==> src/rtl/vga_frame_monitor.sv <==
// vga_frame_monitor
// Passive monitor for a VGA timing stream. Inputs are only looked at on clk24
// edges where ce12=1 ("samples"). For each frame it measures the line length
// (samples per hsync period) and the number of lines, and it computes a
// CRC-16-CCITT over the visible pixels. A small FSM declares the geometry
// locked once two consecutive frames agree. A sticky error flag records any
// loss of lock.
//
// Ports
//   clk24       in   system clock, rising edge
//   reset_n     in   asynchronous active-low reset
//   ce12        in   sample enable
//   hsync       in   active-low horizontal sync
//   vsync       in   active-low vertical sync
//   realcolor   in   [7:0] pixel value, CRC input
//   clr_err     in   clears the sticky error flag
//   line_len    out  [10:0] samples in the last complete hsync period
//   frame_lines out  [9:0] hsync periods in the last complete frame
//   frame_crc   out  [15:0] CRC of the last complete frame
//   frame_done  out  one-cycle pulse after the frame-end sample
//   locked      out  geometry stable across consecutive frames
//   err         out  sticky geometry-loss flag
module vga_frame_monitor (
  input  logic        clk24,
  input  logic        reset_n,
  input  logic        ce12,
  input  logic        hsync,
  input  logic        vsync,
  input  logic [7:0]  realcolor,
  input  logic        clr_err,
  output logic [10:0] line_len,
  output logic [9:0]  frame_lines,
  output logic [15:0] frame_crc,
  output logic        frame_done,
  output logic        locked,
  output logic        err
);

  typedef enum logic [1:0] {
    ST_SEARCH  = 2'd0,
    ST_MEASURE = 2'd1,
    ST_LOCKED  = 2'd2
  } state_t;

  // One byte of CRC-16-CCITT (poly 0x1021), MSB first, no reflection.
  function automatic logic [15:0] crc16_ccitt_byte(input logic [15:0] crc_in,
                                                   input logic [7:0]  data);
    logic [15:0] c;
    c = crc_in;
    for (int i = 7; i >= 0; i--) begin
      if (c[15] ^ data[i]) begin
        c = {c[14:0], 1'b0} ^ 16'h1021;
      end else begin
        c = {c[14:0], 1'b0};
      end
    end
    return c;
  endfunction

  logic        hs_q;
  logic        vs_q;
  logic [10:0] hcnt;
  logic [9:0]  vcnt;
  logic [15:0] crc_acc;
  logic [9:0]  prev_lines;
  logic [10:0] prev_len;
  logic        prev_valid;
  state_t      state;
  state_t      state_next;
  logic        err_set;

  logic        hs_fall;
  logic        vs_fall;
  logic [10:0] hcnt_inc;
  logic [9:0]  vcnt_inc;
  logic [9:0]  lines_at_edge;
  logic [10:0] len_at_edge;
  logic        geom_match;
  logic        geom_sat;
  logic        hline_bad;

  // Edge detection and the values a frame end would publish on this sample.
  // hcnt_inc doubles as the measured length (hcnt+1) so the 2047 clamp also
  // keeps that measurement inside 11 bits.
  always_comb begin
    hs_fall       = ce12 & hs_q & ~hsync;
    vs_fall       = ce12 & vs_q & ~vsync;
    hcnt_inc      = (hcnt == 11'd2047) ? 11'd2047 : hcnt + 11'd1;
    vcnt_inc      = (vcnt == 10'd1023) ? 10'd1023 : vcnt + 10'd1;
    lines_at_edge = hs_fall ? vcnt_inc : vcnt;
    len_at_edge   = hs_fall ? hcnt_inc : line_len;
    geom_match    = prev_valid && (lines_at_edge == prev_lines) &&
                    (len_at_edge == prev_len);
    geom_sat      = (lines_at_edge == 10'd1023) || (len_at_edge == 11'd2047);
    hline_bad     = hs_fall && (hcnt_inc != line_len);
  end

  // Sync input registers, updated only on samples.
  always_ff @(posedge clk24 or negedge reset_n) begin
    if (!reset_n) begin
      hs_q <= 1'b1;
      vs_q <= 1'b1;
    end else if (ce12) begin
      hs_q <= hsync;
      vs_q <= vsync;
    end
  end

  // Horizontal and vertical counters plus the line length result.
  always_ff @(posedge clk24 or negedge reset_n) begin
    if (!reset_n) begin
      hcnt     <= 11'd0;
      vcnt     <= 10'd0;
      line_len <= 11'd0;
    end else if (ce12) begin
      if (hs_fall) begin
        line_len <= hcnt_inc;
        hcnt     <= 11'd0;
      end else begin
        hcnt     <= hcnt_inc;
      end
      // A coincident hsync edge belongs to the frame that is ending.
      if (vs_fall) begin
        vcnt <= 10'd0;
      end else if (hs_fall) begin
        vcnt <= vcnt_inc;
      end
    end
  end

  // Frame results and CRC accumulation over visible samples.
  always_ff @(posedge clk24 or negedge reset_n) begin
    if (!reset_n) begin
      frame_lines <= 10'd0;
      frame_crc   <= 16'h0000;
      frame_done  <= 1'b0;
      crc_acc     <= 16'hFFFF;
    end else begin
      frame_done <= vs_fall;
      if (vs_fall) begin
        frame_lines <= lines_at_edge;
        frame_crc   <= crc_acc;
        crc_acc     <= 16'hFFFF;
      end else if (ce12 && hsync && vsync) begin
        crc_acc <= crc16_ccitt_byte(crc_acc, realcolor);
      end
    end
  end

  // FSM state register.
  always_ff @(posedge clk24 or negedge reset_n) begin
    if (!reset_n) begin
      state <= ST_SEARCH;
    end else begin
      state <= state_next;
    end
  end

  // FSM next-state logic and error detection.
  always_comb begin
    state_next = state;
    err_set    = 1'b0;
    case (state)
      ST_SEARCH: begin
        if (vs_fall) begin
          state_next = ST_MEASURE;
        end else begin
          state_next = ST_SEARCH;
        end
      end
      ST_MEASURE: begin
        if (vs_fall && geom_match && !geom_sat) begin
          state_next = ST_LOCKED;
        end else begin
          state_next = ST_MEASURE;
        end
      end
      ST_LOCKED: begin
        if (hline_bad || (vs_fall && !geom_match)) begin
          state_next = ST_MEASURE;
          err_set    = 1'b1;
        end else begin
          state_next = ST_LOCKED;
        end
      end
      default: begin
        state_next = ST_SEARCH;
      end
    endcase
  end

  // FSM outputs.
  always_comb begin
    locked = (state == ST_LOCKED);
  end

  // Reference geometry from the previous frame end. The first edge after
  // SEARCH closes a partial frame, and a mid-frame loss of lock leaves a
  // frame that cannot be trusted, so neither counts as a reference.
  always_ff @(posedge clk24 or negedge reset_n) begin
    if (!reset_n) begin
      prev_lines <= 10'd0;
      prev_len   <= 11'd0;
      prev_valid <= 1'b0;
    end else if (vs_fall) begin
      prev_lines <= lines_at_edge;
      prev_len   <= len_at_edge;
      prev_valid <= (state != ST_SEARCH);
    end else if (hline_bad && (state == ST_LOCKED)) begin
      prev_valid <= 1'b0;
    end
  end

  // Sticky error flag; a new error wins over a coincident clear.
  always_ff @(posedge clk24 or negedge reset_n) begin
    if (!reset_n) begin
      err <= 1'b0;
    end else if (err_set) begin
      err <= 1'b1;
    end else if (clr_err) begin
      err <= 1'b0;
    end
  end

endmodule

==> config.mk <==
export PLATFORM = sky130hd
export DESIGN_NAME = vga_frame_monitor
export DESIGN_NICKNAME = d
export VERILOG_FILES = /design/src/rtl/vga_frame_monitor.sv
export SDC_FILE = /design/constraint.sdc
export NUM_CORES = 1
export LEC_CHECK = 0
export ABC_CLOCK_PERIOD_IN_PS = 3800
export CORE_MARGIN = 2
export CORE_UTILIZATION = 55
export DETAILED_ROUTE_END_ITERATION = 16
export GPL_TIMING_DRIVEN = 1
export PLACE_DENSITY_LB_ADDON = 0.3
export SLEW_MARGIN = 30
export SYNTH_ARGS = -nofsm -noshare
export SYNTH_HDL_FRONTEND = slang
export SYNTH_SLANG_ARGS = --single-unit
==> constraint.sdc <==
create_clock -name clk24 -period 3.8 [get_ports clk24]
set_clock_uncertainty 0.2 [all_clocks]
set_input_delay 0.57 -clock clk24 [delete_from_list [all_inputs] [get_ports clk24]]
set_output_delay 0.57 -clock clk24 [all_outputs]
set_load 0.05 [all_outputs]
; ---- Word-level counts from Yosys, hierarchy flattened
; Cells that the tools add are included.
[classes]
mux = 40
bitwise = 22
n_shift = 0
addsub = 2
n_reduce_logical = 18
n_div = 0
n_eq_ne = 9
multipliers = 0
order_cmp = 0
[op_table]
columns = op, count
row1 = two-way mux 16 bit, 16
row2 = two-way mux 13 bit, 8
row3 = two-way mux 11 bit, 3
row4 = two-way mux 10 bit, 3
row5 = inverter 3 bit, 8
row6 = "equality test 11 bit, second input constant", 2
row7 = "equality test 10 bit, second input constant", 2
row8 = "adder 11 x 1 -> 11 bit, second input constant", 1
row9 = equality test 11 bit, 1
row10 = inequality test 11 bit, 1
row11 = "adder 10 x 1 -> 10 bit, second input constant", 1
row12 = equality test 10 bit, 1
row13 = logical AND 1 bit, 9
row14 = nonzero test 2 bit, 4
row15 = bitwise XOR 1 bit, 8
row16 = two-way mux 1 bit, 7
row17 = one-hot mux 2 bit (3 select lines), 1
row18 = AND 1 bit, 4
row19 = two-way mux 2 bit, 2
row20 = "equality test 2 x 1 -> 1 bit, second input constant", 1
row21 = "equality test 2 bit, second input constant", 1
row22 = logical NOT 1 bit, 2
row23 = logical NOT 2 bit, 1
row24 = logical OR 1 bit, 2
row25 = inverter 1 bit, 2
[word_totals]
ff_bits = 92
inputBits = 14
latch_bits = 0
out_inout_bits = 40
mem_count = 0
mem_bits_rw = 0
mem_bits_ro = 0
elab_cells = 104

; ---- Depth between registers and ports, before layout
[logic_depth]
word_depth = 32
mapped_depth = 12

; ---- Worst setup path after synthesis
; OpenSTA, ideal clock, no wires.
[synth_timing]
path_type = input to register
startpoint = input port ce12
endpoint = register err
path_slack_ns = 1.029
stages = 10
t_required_ns = 3.473
arrival_time_ns = 2.444
setup_ns = 0.127
path_cell_list = buf_6 > nand3b_4 > buf_2 > nor4_1 > mux2i_1 > o22ai_1 > nor4_2 > nand4_1 > a21oi_1 > o22ai_1
[synth_between]
elab_chain_len = 12
[synth_rtl]
columns = item, line
row1 = from (decl), 26  ; input logic ce12,
row2 = AND 1 bit (2 in a row), 86  ; hs_fall = ce12 & hs_q & ~hsync;
row3 = two-way mux 10 bit, -
row4 = equality test 10 bit, 92  ; geom_match = prev_valid && (lines_at_edge == prev_lines) &&
row5 = logical AND 1 bit (2 in a row), 92
row6 = logical NOT 1 bit, 179  ; if (hline_bad || (vs_fall && !geom_match)) begin
row7 = logical AND 1 bit, 179
row8 = logical OR 1 bit *, 179
row9 = two-way mux 1 bit *, 179
row10 = two-way mux 1 bit *, 163  ; case (state)
row11 = two-way mux 1 bit or nonzero test 2 bit (tied branches), -
row12 = to (signal assigned), 217  ; err <= 1'b0;
row13 = to (signal assigned), 219  ; err <= 1'b1;
row14 = to (signal assigned), 221  ; err <= 1'b0;
row15 = to (decl), 36  ; output logic err
; Every way passes the cells marked *; elsewhere a longest branch is shown, timed or not.
; A chain may end at the register's enable or synchronous reset.

; ---- Worst setup path in the final report
[layout_timing]
startpoint = input port hsync
endpoint = register state[0]
[layout_between]
elab_chain_len = 11
[layout_rtl]
columns = item, line
row1 = from (decl), 27  ; input logic hsync,
row2 = inverter 1 bit *, 86
row3 = AND 1 bit *, 86
row4 = two-way mux 10 bit, -
row5 = equality test 10 bit, 92
row6 = logical AND 1 bit (2 in a row), 92
row7 = logical NOT 1 bit, 179
row8 = logical AND 1 bit, 179
row9 = logical OR 1 bit, 179
row10 = two-way mux 2 bit, 179
row11 = one-hot mux 2 bit (3 select lines) *, 163
row12 = net state_next[0], 69  ; state_t state_next;
row13 = to (signal assigned), 155  ; state <= state_next;
row14 = to (decl), 68  ; state_t state;
; The timed path passes the listed nets; every way through them passes the cells marked *.

==> metrics.md <==
| Metric | Value |
|---|---|
| Routed WL per cell | 19.0 um |
| I/O pins | 54 |
| Worst setup SP type | primary input |
| Post-synthesis instance area | 5440 um^2 |
| CTS tree | built |
| Worst setup EP type | register |
| Static leakage | 2.64 nW |
| Grt met1 use | 0.420 |
| Setup violations, final | 0 |
| Vias post-DR | about 4,900 |
| Slew Viols, Final | 0 |
| CTS max path bufs | 2 |
| RSZ-0062 raised after global routing | false |
| Average size of a mapped cell | 8.89 um^2 |
| HP Class | register to register |
| Design area | 6300 um^2 |
| Routing usage on met3 | 0.0376 |
| Clk_lat worst skew | 370 ps |
| Gp weighted congestion | 0.950 |
| Detail Placement HPWL | 11.1 mm |
| Met2 GRT Util | 0.461 |
| Yosys reg bits | 92 |
| IO buf count | between 50 and 60 |
| WS Path Type | primary input to register |
| Initial DRC count | between 300 and 400 |
| Worst slew pin tran | 635 ps |
| Total power divided by cell area | 574 nW/um^2 |
| Status | completed |
| Grt ovf | 0 |
| Post-Place Cell Area | 6090 um^2 |
| Min-delay src | frame_crc[7]$_DFFE_PN0P_ |
| Fin. Hold Viols | 0 |
| Die W | a little over 100 um |
| Yosys Warn Count | 0 |
| Fin nets | between 600 and 700 |
| Total Routing Usage GR | 0.294 |
| Layout cells sized above 1 | 0.111 |
| DRC | 0 |
| Post-Synthesis Cells | between 600 and 700 |
| Synthesized Nets | 628 |
| Area Growth Syn to Fin | 15.9% |
| Post-synth EDFFs | 0 |
| Most used flip-flop cell after synthesis | dfrtp_1 |
| Via density | 6.12 |
| Number of global-route vias before repair | 4,595 |
| CTS sink count | 92 |
| MaxCap Viol Count | 0 |
| R2r startpoint | hcnt[0]$_DFFE_PN0P_ |
| Htree depth | 3 |
| CP Launch Point | hsync |
| Commonest cells in the netlist | nand2_1 (105), dfrtp_1 (74), o21ai_0 (49) |
| Pre-antenna DRT Iters | 5 |
| Initial core utilization | 0.561 |
| Post-synthesis cell type count | 73 |
| Data required, critical path | 3850 ps |
| Synth top area share | 0.341 |
| Setup TNS | 0 ps |
| Largest cells by area after synthesis | dfrtp_1 (34%), dfstp_2 (8.7%), nand2_1 (7.2%) |
| Most frequent cell after synthesis | nand2_1 |
| Core area | 9680 um^2 |
| Crit Path Max Fanout | 23 |
| Tmin final | 3320 ps |
| CTS buffer count | 9 |
| Arr. time, crit path | 3370 ps |
| Site Rows | 36 |
| Die Height | 103 um |
| Largest net degree at the start of global routing | 43 |
| Reg clk slew, reported paths | about 100 ps |
| Antenna violations before repair | 0 |
| Seq/Total Area, Yosys | 0.428 |
| Worst slew margin | 0.574 |
| Post-synth ARST share | 1.00 |
| Yosys top cell by area | dfrtp_1 |
| Die ar. | approximately 11,000 um^2 |
| CTS root buf | clkbuf_8 |
| Diodes inserted | 0 |
| Total wire length | 15.1 mm |
| Tcrit/Tclk final | 0.873 |
| Peak Freq | 0.302 GHz |
| Peak supply drop | 0.496 mV |
| Most used routing layer | met2 |
| Global-route wire length before repair | 24.1 mm |
| Detail Route Antenna Nets | 0 |
| Gates resized, CTS repair | 0 |
## metrics by stage
step                      cells  setup slack, ps  hold WS (ps)  utilization  power, mW
final                       797              484           282        0.651       3.62
after global routing        797              216           309        0.651       3.81
after CTS                   797              474           287        0.651       3.63
after detailed placement    780             76.4           262        0.629       2.94
after global placement      780              200           258        0.629       2.91
after floorplan             612             1030          74.4            -       2.49
## flip-flops by register name, summed over array words and instances, names as in the netlist
signal,flops
hcnt,11
prev_lines,10
prev_len,11
err,1
vs_q,1
prev_valid,1
line_len,11
hs_q,1
crc_acc,16
vcnt,10
state,2
frame_done,1
frame_crc,16
## cell usage in the layout, fill, tap and decap left out, drive strengths merged, types with 5 or more instances in the layout
| master | instances |
|---|---|
| nand4 | 12 |
| o2111ai | 7 |
| a21oi | 23 |
| dfrtp | 74 |
| or3 | 9 |
| nand2 | 105 |
| nor3 | 13 |
| a21o | 6 |
| xor2 | 20 |
| xnor2 | 18 |
| clkbuf | 12 |
| buf | 17 |
| and2 | 5 |
| o22ai | 6 |
| mux2i | 8 |
| a31oi | 8 |
| and4 | 6 |
| nor2 | 32 |
| nand2b | 7 |
| nor4 | 10 |
| dfstp | 18 |
| o22a | 17 |
| and3 | 11 |
| clkdlybuf4s50 | 52 |
| nand3 | 22 |
| o21ai | 50 |
| inv | 31 |
## path summary, 6_finish.rpt
path,endpoint,slack (ps),depth (start not counted)
max,state[0]$_DFF_PN0_,480,10
min,frame_crc[7]$_DFFE_PN0P_,280,2
max reg2reg,state[1]$_DFF_PN0_,520,9
min reg2reg,frame_crc[7]$_DFFE_PN0P_,280,2
max in group asynchronous,crc_acc[13]$_DFFE_PN1P_,2040,3
min in group asynchronous,prev_len[9]$_DFFE_PN0P_,520,2
## per-layer routing
metal  vias to the layer above  part of all wire
met5                         -                 0
met3                        20             0.046
met2                       161              0.48
met4                         0             0.018
met1                      2400              0.46
li1                       2295                 -
## critical path, cell delays in order
cell             delay [ps]
clkdlybuf4s50_1         490
nand3b_4                360
buf_4                   290
nor4_2                  510
or3_1                   200
o211ai_1                100
nor4_1                  340
nand4_1                 220
o21ai_0                 220
a21oi_1                  60
## cell families (layout without fill, tap and decap cells)
| logic type | Yosys count | in the layout | synth area share |
|---|---|---|---|
| compound gates | 160 | 160 | 0.205 |
| flops | 92 | 92 | 0.428 |
| buf+inv | 63 | 115 | 0.0504 |
| fa+ha+maj | 2 | 2 | 0.00460 |
| simple gates | 246 | 246 | 0.231 |
| mux | 11 | 11 | 0.0209 |
| xor+xnor | 38 | 38 | 0.0612 |
## cell type report
cell class              count  area (um^2)
well taps                 133          166
fillers                   823         3380
clock inverters             4         37.5
multi-input cells         457         2840
inverters                  29          109
flip-flops and latches     92         2320
clock buffers              12          166
repair buffers             70          658
## power by group
part	internal, mW	leakage (nW)	switching, mW
combinational	0.580	1.39	0.876
sequential	1.25	1.15	0.226
clock	0.307	0.105	0.373
## repair_timing
action                    4_1_cts  5_1_grt
buffers inserted                0        0
hold endpoints to repair       19        0
hold buffers                    1        0
Power figures use the tool's default switching activity.
